<file path="config.mk">
export PLATFORM = sky130hd
export DESIGN_NAME = sdram_arbiter
export DESIGN_NICKNAME = d
export VERILOG_FILES = /design/src/rtl/sdram_arbiter.sv
export SDC_FILE = /design/constraint.sdc
export NUM_CORES = 1
export LEC_CHECK = 0
export BUFFER_PORTS_ARGS = -buffer_cell sky130_fd_sc_hd__buf_4
export CORE_AREA = 2 2 97 99
export DETAILED_ROUTE_END_ITERATION = 12
export DIE_AREA = 0 0 99 101
export GPL_ROUTABILITY_DRIVEN = 0
export MAX_ROUTING_LAYER = met4
export PLACE_DENSITY = 0.77
export SLEW_MARGIN = 20
export SYNTH_ARGS = -nofsm -noshare
export SYNTH_HDL_FRONTEND = slang
export SYNTH_SLANG_ARGS = --single-unit
</file>
<file path="constraint.sdc">
create_clock -name clk_50m -period 2.5 [get_ports clk_50m]
set_clock_uncertainty 0.15 [all_clocks]
set_input_delay 0 -clock clk_50m [delete_from_list [all_inputs] [get_ports clk_50m]]
set_output_delay 0 -clock clk_50m [all_outputs]
set_load 0.005 [all_outputs]
</file>
<file path="src/rtl/sdram_arbiter.sv">
// rtl/sdram_arbiter.sv - two-master round-robin arbiter in front of an SDRAM controller
// One burst at a time: the owner's command is captured at grant and replayed to the controller.
module sdram_arbiter #(
  parameter int ADDR_W = 24,
  parameter int DATA_W = 16,
  parameter int LEN_W  = 9
) (
  input  logic              clk_50m,
  input  logic              rst,
  input  logic              m0_req,
  input  logic              m0_we,
  input  logic [ADDR_W-1:0] m0_addr,
  input  logic [LEN_W-1:0]  m0_len,
  input  logic [DATA_W-1:0] m0_wdata,
  output logic              m0_gnt,
  output logic              m0_wr_ack,
  output logic [DATA_W-1:0] m0_rdata,
  output logic              m0_rd_valid,
  output logic              m0_done,
  input  logic              m1_req,
  input  logic              m1_we,
  input  logic [ADDR_W-1:0] m1_addr,
  input  logic [LEN_W-1:0]  m1_len,
  input  logic [DATA_W-1:0] m1_wdata,
  output logic              m1_gnt,
  output logic              m1_wr_ack,
  output logic [DATA_W-1:0] m1_rdata,
  output logic              m1_rd_valid,
  output logic              m1_done,
  output logic              sdram_wr_req,
  output logic [ADDR_W-1:0] sdram_wr_addr,
  output logic [DATA_W-1:0] sdram_wr_data,
  output logic [LEN_W-1:0]  sdwr_bytes,
  output logic              sdram_rd_req,
  output logic [ADDR_W-1:0] sdram_rd_addr,
  output logic [LEN_W-1:0]  sdrd_bytes,
  input  logic              sdram_wr_ack,
  input  logic              sdram_rd_ack,
  input  logic [DATA_W-1:0] sdram_rd_data,
  input  logic              sdram_init_done,
  input  logic              sdram_busy
);

  typedef enum logic [2:0] {IDLE, WRITE, READ, DRAIN, DONE} state_t;

  localparam logic [LEN_W-1:0] LEN_ONE = 1;

  state_t            state_q, state_d;
  logic [LEN_W-1:0]  cnt_q, cnt_d;
  logic [LEN_W-1:0]  len_q, len_d;
  logic [ADDR_W-1:0] addr_q, addr_d;
  logic              we_q, we_d;
  logic              owner_q, owner_d;
  logic              last_grant_q, last_grant_d;
  logic              pick;
  logic              gnt;

  always_ff @(posedge clk_50m) begin
    if (rst) begin
      state_q      <= IDLE;
      cnt_q        <= '0;
      len_q        <= '0;
      addr_q       <= '0;
      we_q         <= 1'b0;
      owner_q      <= 1'b0;
      last_grant_q <= 1'b1;
    end else begin
      state_q      <= state_d;
      cnt_q        <= cnt_d;
      len_q        <= len_d;
      addr_q       <= addr_d;
      we_q         <= we_d;
      owner_q      <= owner_d;
      last_grant_q <= last_grant_d;
    end
  end

  always_comb begin
    state_d      = state_q;
    cnt_d        = cnt_q;
    len_d        = len_q;
    addr_d       = addr_q;
    we_d         = we_q;
    owner_d      = owner_q;
    last_grant_d = last_grant_q;
    pick         = 1'b0;

    case (state_q)
      IDLE: begin
        if (sdram_init_done && !sdram_busy && (m0_req || m1_req)) begin
          // On a tie the master that did not own the last burst goes next.
          pick    = (m0_req && m1_req) ? ~last_grant_q : m1_req;
          owner_d = pick;
          we_d    = pick ? m1_we   : m0_we;
          addr_d  = pick ? m1_addr : m0_addr;
          len_d   = pick ? m1_len  : m0_len;
          cnt_d   = '0;
          if (len_d == '0)
            state_d = DONE;
          else
            state_d = we_d ? WRITE : READ;
        end
      end
      WRITE: begin
        if (sdram_wr_ack) begin
          cnt_d = cnt_q + LEN_ONE;
          if (cnt_q == len_q - LEN_ONE)
            state_d = DRAIN;
        end
      end
      READ: begin
        if (sdram_rd_ack) begin
          cnt_d = cnt_q + LEN_ONE;
          if (cnt_q == len_q - LEN_ONE)
            state_d = DRAIN;
        end
      end
      DRAIN: begin
        if (!sdram_busy)
          state_d = DONE;
      end
      DONE: begin
        last_grant_d = owner_q;
        state_d      = IDLE;
      end
      default: state_d = IDLE;
    endcase
  end

  always_comb begin
    gnt           = (state_q != IDLE);
    m0_gnt        = gnt & ~owner_q;
    m1_gnt        = gnt & owner_q;
    m0_wr_ack     = 1'b0;
    m1_wr_ack     = 1'b0;
    m0_rdata      = '0;
    m1_rdata      = '0;
    m0_rd_valid   = 1'b0;
    m1_rd_valid   = 1'b0;
    m0_done       = 1'b0;
    m1_done       = 1'b0;
    sdram_wr_req  = 1'b0;
    sdram_wr_addr = '0;
    sdram_wr_data = '0;
    sdwr_bytes    = '0;
    sdram_rd_req  = 1'b0;
    sdram_rd_addr = '0;
    sdrd_bytes    = '0;

    case (state_q)
      WRITE: begin
        sdram_wr_req  = 1'b1;
        sdram_wr_addr = addr_q;
        sdwr_bytes    = len_q;
        sdram_wr_data = owner_q ? m1_wdata : m0_wdata;
        m0_wr_ack     = sdram_wr_ack & ~owner_q;
        m1_wr_ack     = sdram_wr_ack & owner_q;
      end
      READ: begin
        sdram_rd_req  = 1'b1;
        sdram_rd_addr = addr_q;
        sdrd_bytes    = len_q;
        m0_rdata      = owner_q ? '0 : sdram_rd_data;
        m1_rdata      = owner_q ? sdram_rd_data : '0;
        m0_rd_valid   = sdram_rd_ack & ~owner_q;
        m1_rd_valid   = sdram_rd_ack & owner_q;
      end
      DONE: begin
        m0_done = ~owner_q;
        m1_done = owner_q;
      end
      default: ;
    endcase
  end

endmodule

</file>
* Word-level counts from Yosys, hierarchy flattened
Index checks and enable logic that the tools add are counted.
Storage, ports and cells: output and inout bits 124, input port bits 124, word-level logic and storage cells 71, bits in registers 47
Cells by class: bitwise logic cells 8, equal/unequal tests 9, multiplexer cells 34, reductions and logical operators 12, $add $sub $neg 2
Operator list (number):
- 16-bit two-way mux | 6
- 24-bit two-way mux | 3
- 9-bit two-way mux | 6
- 9-bit case mux with 3 select lines | 1
- 3-bit two-way mux | 6
- 3-bit case mux with 4 select lines | 1
- 1-bit two-way mux | 10
- 9-bit by 1-bit adder with 9-bit output, second input constant | 1
- 9-bit equality test | 1
- 9-bit zero test | 1
- 9-bit by 1-bit subtractor with 9-bit output, second input constant | 1
- 2-bit != test, second input constant | 4
- 4-bit AND reduction | 2
- 1-bit AND | 6
- 3-bit by 2-bit equality test with 1-bit output, second input constant | 2
- 3-bit nonzero test | 2
- 3-bit by 1-bit equality test with 1-bit output, second input constant | 1
- 3-bit equality test, second input constant | 1
- 1-bit logical AND | 3
- 3-bit zero test | 1
- 2-bit two-way mux | 1
- 1-bit NOT | 2
- 2-bit AND reduction | 1
- 1-bit zero test | 1
- 1-bit logical OR | 1

* Depth between registers and ports, before layout
Gate-level depths: netlist of the first run.
word-level depth 7, depth in mapped cells 8, mapped depth without buffers 8

* Worst setup path before layout of the first run
OpenSTA, ideal clock, no wires.
path type register to register, start point register len_q[0], end point register state_q[0], path buffers 1, arrival time 1.992 ns, period minus slack after synthesis 2.221 ns, required time 2.271 ns, cell stages (with the launch flop) 7, setup time 0.079 ns, setup slack 0.279 ns, cells stage by stage dfxtp_1 or4_1 buf_2 o41ai_2 mux2i_1 or4_4 o211ai_1
Between the ends: word-level cells in the longest chain between the ends 5, elaborated cells on any way between the ends 6, classes of those cells add/sub (1); eq/ne (1); mux (4)
RTL lines:
- start, declared | RTL line 50 | logic [LEN_W-1:0] len_q, len_d;
- start signal, assigned | RTL line 70 | len_q <= len_d;
- 9-bit by 1-bit subtractor with 9-bit output (*) | RTL line 107, 114
- 9-bit equality test (*) | RTL line 107, 114
- 3-bit two-way mux (*)
- 3-bit two-way mux (on tied branches)
- 3-bit case mux with 4 select lines (*)
- end signal, assigned | RTL line 68 | state_q <= state_d;
- end, declared | RTL line 48 | state_t state_q, state_d;
Every way passes the cells marked *; elsewhere a longest branch is shown, timed or not. The select of a mux whose other input is x is not followed. A chain may end at the register's enable or synchronous reset.

* Worst setup path in the final report of the first run
start point register state_q[0], end point output port sdram_wr_addr[22]
Between the ends: word-level cells in the longest chain between the ends 2
RTL lines:
- 3-bit by 1-bit equality test with 1-bit output | RTL line 150 | case (state_q)
- 24-bit two-way mux | RTL line 150
- end, declared | RTL line 31 | output logic [ADDR_W-1:0] sdram_wr_addr,
Every way passes these cells.

==> flow_summary.json, run 1 <==
{
  "via_count": 4440,
  "clk_pin_slew_ns": 0.09,
  "cp-start-kind": "register",
  "pin_count": 248,
  "syn_inst": 447,
  "initial_utilization_pct": 38.75,
  "grt_use_met3_pct": 4.854,
  "reg2reg_to": "state_q[1]",
  "syn_to_final_growth_pct": 80.58,
  "cts.sinks": 47,
  "cts_tree": "done",
  "num-nets-final": 867,
  "hp-class": "in2reg",
  "cp_data_arrival_time_ns": 2.25,
  "fp.dieW_um": 99,
  "final-seq-area_um2": 945.9,
  "rsz0062_at_grt": "false",
  "hpwl_um": 9561,
  "use_met2_pct": 45.95,
  "synth.area.top_cells": "dfxtp_1, mux2i_1, and2_1, a211oi_1, nor2_1",
  "postRouteAntennaNets": 0,
  "end_kind": "primary output",
  "track_usage_pct": 26.42,
  "row_count": 35,
  "hold_depth": 5,
  "synth.top_cell.area_share_pct": 27.05,
  "syn_nets": 573,
  "ys_warn_count": 0,
  "drv_slew": 0,
  "setup_viol": 0,
  "grt_first_pass_wirelength_um": 21030,
  "cts_root_buffer": "clkbuf_8",
  "wl_per_cell_um": 16.27,
  "fin_crit_sh_pct": 96.03,
  "grt_pass1_vias": 4361,
  "grt-ovfl-total": 0,
  "whs_endpoint": "state_q[2]",
  "crit_type": "reg2out",
  "multi_input_area_mm2": 0.002406,
  "synth.ff_latch_count": 47,
  "synthFlopType": "dfxtp_1",
  "synth-edff-count": 0,
  "cts_buffers": 5,
  "drc": 0,
  "crit_fanout": 28,
  "die_h_um": 101,
  "status": "finished, final reports clean",
  "port_buffers": 247,
  "fin_cells": 853,
  "power.density_mw_per_mm2": 378.8,
  "grt_max_degree": 56,
  "grtUsageMet1_pct": 29.16,
  "antenna_found_initial": 0,
  "viasPerCell": 5.205,
  "synth_largest_area_cell": "dfxtp_1",
  "synth.distinct_cells": 41,
  "drv_cap": 0,
  "fp.coreArea_mm2": 0.008977,
  "ir_worst_vdd_v": 0.0003193,
  "syn_area_per_cell_um2": 7.782,
  "tns_ns": 0,
  "synthesis.area_mm2": 0.003478,
  "dr.pass1.iters": 4,
  "insertion_delay_ns": 0.30,
  "cts.path.max_buffers": 2,
  "async_flop_share_pct": 0,
  "fmax_ghz": 0.4165,
  "placed_cells": 775,
  "r2r-start": "len_q[0]",
  "grt.busiest_layer": "met2",
  "drt_iter0_drc": 172,
  "diodes": 0,
  "drt_wl_total_um": 13880,
  "worst_hold_startpoint": "sdram_init_done",
  "yosysSeqAreaShare_pct": 27.05,
  "final_hold_viol_count": 0,
  "worstMarginPinSlew_ns": 0.7974,
  "dieArea_mm2": 0.009999,
  "rr_worst_depth": 6,
  "relSlewSlack_pct": 46.73,
  "crit_required_ns": 2.35,
  "min_period_ns": 2.401,
  "ff2ff_setup_slack_ns": 0.14,
  "n_fill_cell": 629,
  "leakagePower_nw": 2.974,
  "drive_above_1_share_pct": 37.74,
  "cts_max_level": 2
}
critical path, stage by stage, from the launching register on:
cell	delay, ns
dfxtp_1	0.54
inv_1	0.11
or3_1	0.41
inv_1	0.22
buf_4	0.34
and2_1	0.20
buf_4	0.12
worst max-delay path by stage:
stage	from	endpoint	slack, ns	cells past startpoint
2_1_floorplan	len_q[0]	state_q[0]	0.28	6
3_3_place_gp	len_q[0]	state_q[1]	0.16	6
3_5_place_dp	len_q[0]	state_q[1]	0.03	6
4_1_cts	len_q[0]	state_q[1]	0.0008	6
5_1_grt	state_q[0]	sdram_wr_addr[14]	0.01	6
6_report	state_q[0]	sdram_wr_addr[22]	0.1	6
metal layers:
metal | routed length, µm | vias to the layer above
met5 | 0 | -
met4 | 618 | 0
met3 | 952 | 58
met2 | 7047 | 224
met1 | 5261 | 2021
li1 | - | 2137
registers in the layout (all words and copies together) (netlist names):
register	count
cnt_q	9
owner_q	1
addr_q	24
len_q	9
state_q	3
last_grant_q	1
synth_stat cells, types with 2 or more instances:
| cell type | instances |
|---|---|
| ha_1 | 2 |
| buf_1 | 9 |
| nand2b_1 | 3 |
| or3_1 | 3 |
| nor2_1 | 66 |
| a21oi_1 | 2 |
| mux2i_1 | 54 |
| nor2b_1 | 2 |
| and3_1 | 22 |
| nand4_1 | 8 |
| nor3_1 | 15 |
| nor4_1 | 5 |
| a211oi_1 | 34 |
| xnor2_1 | 5 |
| nand3_1 | 5 |
| o211ai_1 | 3 |
| xor2_1 | 13 |
| inv_1 | 7 |
| buf_2 | 3 |
| clkbuf_1 | 28 |
| o21a_1 | 2 |
| dfxtp_1 | 47 |
| or4_1 | 3 |
| nand2_1 | 6 |
| and2_1 | 83 |
| o41ai_1 | 2 |
power breakdown:
part	internal (W)	switching, W	total (W)
sequential	0.000814	0.0000641	0.000878
combinational	0.000486	0.000408	0.000894
clock	0.000329	0.000278	0.000608
cells in the final DEF, fill, tap and decap left out, types with 2 or more instances in the layout:
master,n
nand4_1,8
inv_1,7
nand3_1,5
or3_1,3
and2_2,2
nor3_2,2
nor4_1,4
nor3_1,13
o21a_1,2
and2_1,82
ha_1,2
xor2_1,13
o41ai_1,2
clkbuf_8,6
a21oi_1,2
nor2b_1,2
xnor2_1,5
or4_1,2
dfxtp_1,45
and3_1,22
nor2_1,66
or4_4,2
nand2_1,6
buf_4,256
dlygate4sd3_1,70
nand2b_1,3
mux2i_1,53
a211oi_1,34
o211ai_1,3
cell type report:
| class | count | share of cell area (%) |
|---|---|---|
| Clock buffer | 6 | 1.315 |
| Clock inverter | 2 | 0.6175 |
| Inverter | 7 | 0.4183 |
| Multi-Input combinational cell | 353 | 38.31 |
| Sequential cell | 47 | 15.06 |
| Tap cell | 111 | 2.211 |
| Timing Repair Buffer | 327 | 42.07 |
per-stage QoR:
stage	setup WS, ns	total power, W	hold WS [ns]	utilization [%]	instance area (µm²)
finish	0.09919	0.002380	0.004123	69.97	6281
global placement	0.1610	0.001615	0.1312	60.35	5418
CTS	0.0007963	0.002336	0.007555	69.51	6240
global route	0.01066	0.002506	0.04113	69.97	6281
floorplan	0.2793	0.001295	-0.07631	-	3478
detailed placement	0.02679	0.001638	0.1325	60.35	5418
cells by family (layout without fill, tap and decap cells):
family,count (synthesis),after routing,synth area share (%)
buffers and inverters,47,342,5.180
xor gates and xnor gates,18,18,4.532
and+or+nand+nor,227,227,35.40
AOI/OAI and AO/OA,52,52,11.58
adders and majority gates,2,2,0.7193
DFF,47,47,27.05
muxes,54,54,15.54
repair_timing:
item	in CTS	in global routing
endpoints found under the hold margin	37	0
setup endpoints to repair	0	2
hold buffers	70	0
buffers inserted	0	0
gates resized for setup	0	9
No activity file was read; power rests on OpenSTA's default activity.
==> run 2: changes to the inputs <==
--- a/config.mk
+++ b/config.mk
@@ -5,6 +5,7 @@
 export SDC_FILE = /design/constraint.sdc
 export NUM_CORES = 1
 export LEC_CHECK = 0
+export ABC_CLOCK_PERIOD_IN_PS = 2840
 export BUFFER_PORTS_ARGS = -buffer_cell sky130_fd_sc_hd__buf_4
 export CORE_AREA = 2 2 97 99
 export DETAILED_ROUTE_END_ITERATION = 12
==> constraint.sdc (replaced) <==
create_clock -name clk_50m -period 2.84 [get_ports clk_50m]
set_clock_uncertainty 0.15 [all_clocks]
set_input_delay 0 -clock clk_50m [delete_from_list [all_inputs] [get_ports clk_50m]]
set_output_delay 0 -clock clk_50m [all_outputs]
set_load 0.005 [all_outputs]
==> run 2 against run 1 <==
Net effect:
- worst hold slack worse by 0.0022 ns
- final cell count is 0.35% lower
- non-clock buffer count fell by 3
- combinational power decreased by 16%
- power is 18% lower
- register-to-register slack improved by 0.30 ns
- via count down 2.3%
- count of clock-buffer cells in the layout did not move
- sequential share of layout area up 0.10 points
- global-route usage shrank 0.88 points
- design area decreased by 1.2%
- critical path type unchanged
- critical endpoint is now sdram_wr_addr[14]
- largest cell class unchanged
==> flow_summary.json, run 2 (same netlist as run 1, synthesis figures left out) <==
{
  "setup_viol": 0,
  "cpPeakStageDelay_ns": 0.53,
  "grt_max_degree": 56,
  "crit_path_cell_trace": "inv_1, or3_1, inv_1, buf_4, and2_1, buf_4",
  "fp.coreArea_mm2": 0.008977,
  "row_count": 35,
  "crit_fanout": 20,
  "initial_utilization_pct": 38.75,
  "viasPerCell": 5.104,
  "crit_slowest_cell": "dfxtp_1",
  "cts_buffers": 5,
  "die_h_um": 101,
  "track_usage_pct": 25.54,
  "drive_above_1_share_pct": 36.54,
  "leakagePower_nw": 2.953,
  "insertion_delay_ns": 0.30,
  "top_regs": "addr_q: 24 flops, cnt_q: 9 flops, len_q: 9 flops",
  "worstMarginPinSlew_ns": 0.8297,
  "postRouteAntennaNets": 0,
  "cp-start-kind": "register",
  "cts_max_level": 2,
  "cts.sinks": 47,
  "power.density_mw_per_mm2": 315.7,
  "finalPower_w": 0.001959,
  "drc": 0,
  "final_hold_viol_count": 0,
  "clk_pin_slew_ns": 0.08,
  "rsz0062_at_grt": "false",
  "via_count": 4338,
  "grt-ovfl-total": 0,
  "fp.dieW_um": 99,
  "largest_register_ffs": 24,
  "regMostFlops": "addr_q",
  "cp_data_arrival_time_ns": 2.43,
  "hpwl_um": 9317,
  "placed_area_mm2": 0.005408,
  "tns_ns": 0,
  "drt_iter0_drc": 89,
  "dr.pass1.iters": 4,
  "grt_first_pass_wirelength_um": 20100,
  "syn_to_final_growth_pct": 78.38,
  "antenna_found_initial": 0,
  "final_cell_mix": "buf_4, and2_1, dlygate4sd3_1, nor2_1, mux2i_1",
  "grt_pass1_vias": 4185,
  "pin_count": 248,
  "stdcell_area_mm2": 0.006205,
  "port_buffers": 247,
  "diodes": 0,
  "crit_type": "reg2out",
  "drv_cap": 0,
  "min_period_ns": 2.580,
  "whs_ns": 0.001962,
  "status": "finished, final reports clean",
  "fmax_ghz": 0.3875,
  "cts_root_buffer": "clkbuf_8",
  "cts_tree": "done",
  "end_kind": "primary output",
  "wl_per_cell_um": 15.81,
  "ir_worst_vdd_v": 0.0002823,
  "fin_crit_sh_pct": 90.86,
  "cts.path.max_buffers": 2,
  "drv_slew": 0,
  "drt_wl_total_um": 13440,
  "relSlewSlack_pct": 44.57,
  "hp-class": "in2reg",
  "post_cts_resized": 0,
  "dieArea_mm2": 0.009999,
  "final_common_cell": "buf_4",
  "num-nets-final": 864,
  "crit_required_ns": 2.69
}
[run 2: cell types whose count changed in the layout (fill, tap and decap cells not counted), moves of 2 or more]
cell,delta
nor3_1,+2
dfxtp_1,+2
nor3_2,-2
buf_4,-4
[run 2: what timing repair did]
action | 4_1_cts | 5_1_grt
setup buffers | 0 | 0
hold buffers | 70 | 0
endpoints found under the hold margin | 39 | 0
[run 2: critical path: cells and delay by family, from the launching register on]
family,cells,cell delay (ns)
buffers and inverters,4,1.04
AND/OR/NAND/NOR,2,0.56
flip-flops,1,0.53
[run 2: report_power, final]
group | total (W) | internal (W) | switching [W] | leakage, nW
Clock | 0.000431 | 0.000199 | 0.000232 | 0.0516
Combinational | 0.000747 | 0.000414 | 0.000333 | 2.52
Sequential | 0.000781 | 0.000716 | 0.0000646 | 0.384
[run 2: metrics by stage]
step / util [%] / setup WS [ns] / instances
6_report: 69.12 / 0.2596 / 850
5_1_grt: 69.12 / 0.1158 / 850
4_1_cts: 69.12 / 0.2795 / 850
3_5_place_dp: 60.24 / 0.4693 / 772
3_3_place_gp: 60.24 / 0.4925 / 772
2_1_floorplan: - / 0.6193 / 447
[run 2: final cells by class]
class | count | area (µm²)
fill | 681 | 2773
timing repair buffer | 324 | 2633
multi-input combinational | 353 | 2370
sequential | 47 | 940.9
tap | 111 | 138.9
clock buffer | 6 | 82.58
inverter | 7 | 26.28
clock inverter | 2 | 13.76
[run 2: final timing paths]
check / startpoint / end / slack, ns / cells after the start
setup / recovery: state_q[0] / sdram_wr_addr[14] / 0.26 / 6
hold / removal: sdram_init_done / state_q[2] / 0.002 / 5
setup reg to reg: len_q[0] / state_q[0] / 0.44 / 8
hold reg to reg: addr_q[2] / addr_q[2] / 0.37 / 2
[run 2: metal layers]
metal  vias up  global-route usage, %  part of all wire, %  routed length [µm]
met5         -                      -                    0                   0
met4         0                  10.01                  2.8                 374
met3        33                  4.022                  6.1                 825
met2       184                  47.25                   53                7127
met1      1985                  27.23                   38                5110
li1       2136                      -                    -                   -
==> run 3: changes to the inputs <==
--- a/config.mk
+++ b/config.mk
@@ -11,7 +11,7 @@
 export DETAILED_ROUTE_END_ITERATION = 12
 export DIE_AREA = 0 0 99 101
 export GPL_ROUTABILITY_DRIVEN = 0
-export MAX_ROUTING_LAYER = met4
+export GPL_TIMING_DRIVEN = 0
 export PLACE_DENSITY = 0.77
 export SLEW_MARGIN = 20
 export SYNTH_ARGS = -nofsm -noshare
==> run 3 against run 2 <==
Net effect:
- final cell count up 3.6%
- flip-flop and latch count unchanged
- utilization up 0.61 points
- worst hold slack better by 0.025 ns
- via count up 5.0%
- sequential power down 2%
- setup slack worse by 0.12 ns
- sequential share of layout area down 0.13 points
- non-clock buffer count up 31
==> flow_summary.json, run 3 (same netlist as run 1, synthesis figures left out) <==
{
  "diodes": 0,
  "grt_first_pass_wirelength_um": 21680,
  "drt_wl_total_um": 14230,
  "drv_slew": 0,
  "dr.pass1.iters": 4,
  "power.density_mw_per_mm2": 318.5,
  "stdcell_area_mm2": 0.006260,
  "cts.path.max_buffers": 2,
  "n_fill_cell": 722,
  "crit_required_ns": 2.91,
  "drc": 0,
  "fp.coreArea_mm2": 0.008977,
  "wl_per_cell_um": 16.15,
  "cts_buffers": 5,
  "initial_utilization_pct": 38.75,
  "grt_pass1_vias": 4539,
  "final_hold_viol_count": 0,
  "viasPerCell": 5.170,
  "setup_viol": 0,
  "postRouteAntennaNets": 0,
  "regMostFlops": "addr_q",
  "worstMarginPinSlew_ns": 0.7864,
  "whs_ns": 0.02646,
  "fin_crit_sh_pct": 94.93,
  "drive_above_1_share_pct": 34.29,
  "pin_count": 248,
  "min_period_ns": 2.696,
  "syn_to_final_growth_pct": 79.96,
  "port_buffers": 246,
  "row_count": 35,
  "relSlewSlack_pct": 47.57,
  "top_regs": "addr_q: 24 flops, cnt_q: 9 flops, len_q: 9 flops",
  "placed_area_mm2": 0.005464,
  "grt-ovfl-total": 0,
  "final_common_cell": "buf_4",
  "via_count": 4555,
  "fin_cells": 881,
  "multi_input_area_mm2": 0.002360,
  "drt_iter0_drc": 186,
  "die_h_um": 101,
  "clk_pin_slew_ns": 0.10,
  "final_cell_mix": "buf_4, and2_1, dlygate4sd3_1, nor2_1, mux2i_1",
  "cts_tree": "done",
  "leakagePower_nw": 2.955,
  "crit_type": "reg2reg",
  "cts_setup_buffers": 0,
  "cp-start-kind": "register",
  "hpwl_um": 10560,
  "cp_data_arrival_time_ns": 2.77,
  "final-seq-area_um2": 940.9,
  "num-nets-final": 895,
  "status": "finished, final reports clean",
  "ir_worst_vdd_v": 0.0002113,
  "insertion_delay_ns": 0.31,
  "fmax_ghz": 0.3709,
  "fp.dieW_um": 99,
  "drv_cap": 0,
  "rsz0062_at_grt": "false",
  "cts_max_level": 2,
  "placed_cells": 804,
  "tns_ns": 0,
  "cts.sinks": 47,
  "crit_fanout": 10,
  "largest_register_ffs": 24,
  "antenna_found_initial": 0,
  "grt_max_degree": 16,
  "end_kind": "register",
  "hp-class": "in2reg",
  "dieArea_mm2": 0.009999,
  "track_usage_pct": 26.73,
  "cts_root_buffer": "clkbuf_8"
}
## run 3: cell count changes in the layout (fill, tap and decap cells not counted), sizes merged
cell and delta:
buf +4, clkbuf +27
## run 3: where the power goes
part	switching (W)	internal, W
sequential	0.0000528	0.000716
combinational	0.000364	0.000417
clock	0.000244	0.000200
## run 3: metal layers
| layer | GRT usage (%) | up-vias | wire length (µm) |
|---|---|---|---|
| li1 | - | 2196 | - |
| met5 | 0 | - | 0 |
| met3 | 4.508 | 42 | 924 |
| met4 | 11.91 | 0 | 527 |
| met1 | 30.66 | 2108 | 5457 |
| met2 | 48.54 | 209 | 7316 |
## run 3: critical path, cell delays in order (launching register included)
cell	delay, ns
dfxtp_1	0.32
a21boi_0	0.13
buf_2	0.34
buf_1	0.62
mux2i_1	0.16
dlygate4sd3_1	0.62
a211oi_1	0.27
## run 3: repair_timing
action | 4_1_cts | 5_1_grt
resized for setup | 0 | 1
endpoints found under the setup margin | 0 | 10
hold buffers | 70 | 0
endpoints found under the hold margin | 35 | 0
## run 3: area by class of cell
| class | count | area share [%] |
|---|---|---|
| clock inverters | 2 | 0.2199 |
| inverters | 7 | 0.4197 |
| well taps | 111 | 2.219 |
| flip-flops and latches | 47 | 15.03 |
| multi-input cells | 353 | 37.70 |
| plain buffers | 39 | 2.399 |
| repair buffers | 316 | 40.70 |
| clock buffers | 6 | 1.319 |
## run 3: through the flow
stage	setup WS [ns]	utilization [%]	power, W
global route	0.009506	69.73	0.002101
global placement	0.3687	60.86	0.001438
detailed placement	0.2786	60.86	0.001458
finish	0.1439	69.73	0.001994
floorplan	0.6193	-	0.001140
CTS	0.1266	69.74	0.001976
## run 3: worst paths after layout
check	from	endpoint	slack (ns)	cells past startpoint
setup / recovery	last_grant_q	addr_q[14]	0.14	6
hold / removal	rst	cnt_q[2]	0.03	2
setup reg to reg	last_grant_q	addr_q[14]	0.14	6
hold reg to reg	last_grant_q	last_grant_q	0.33	1
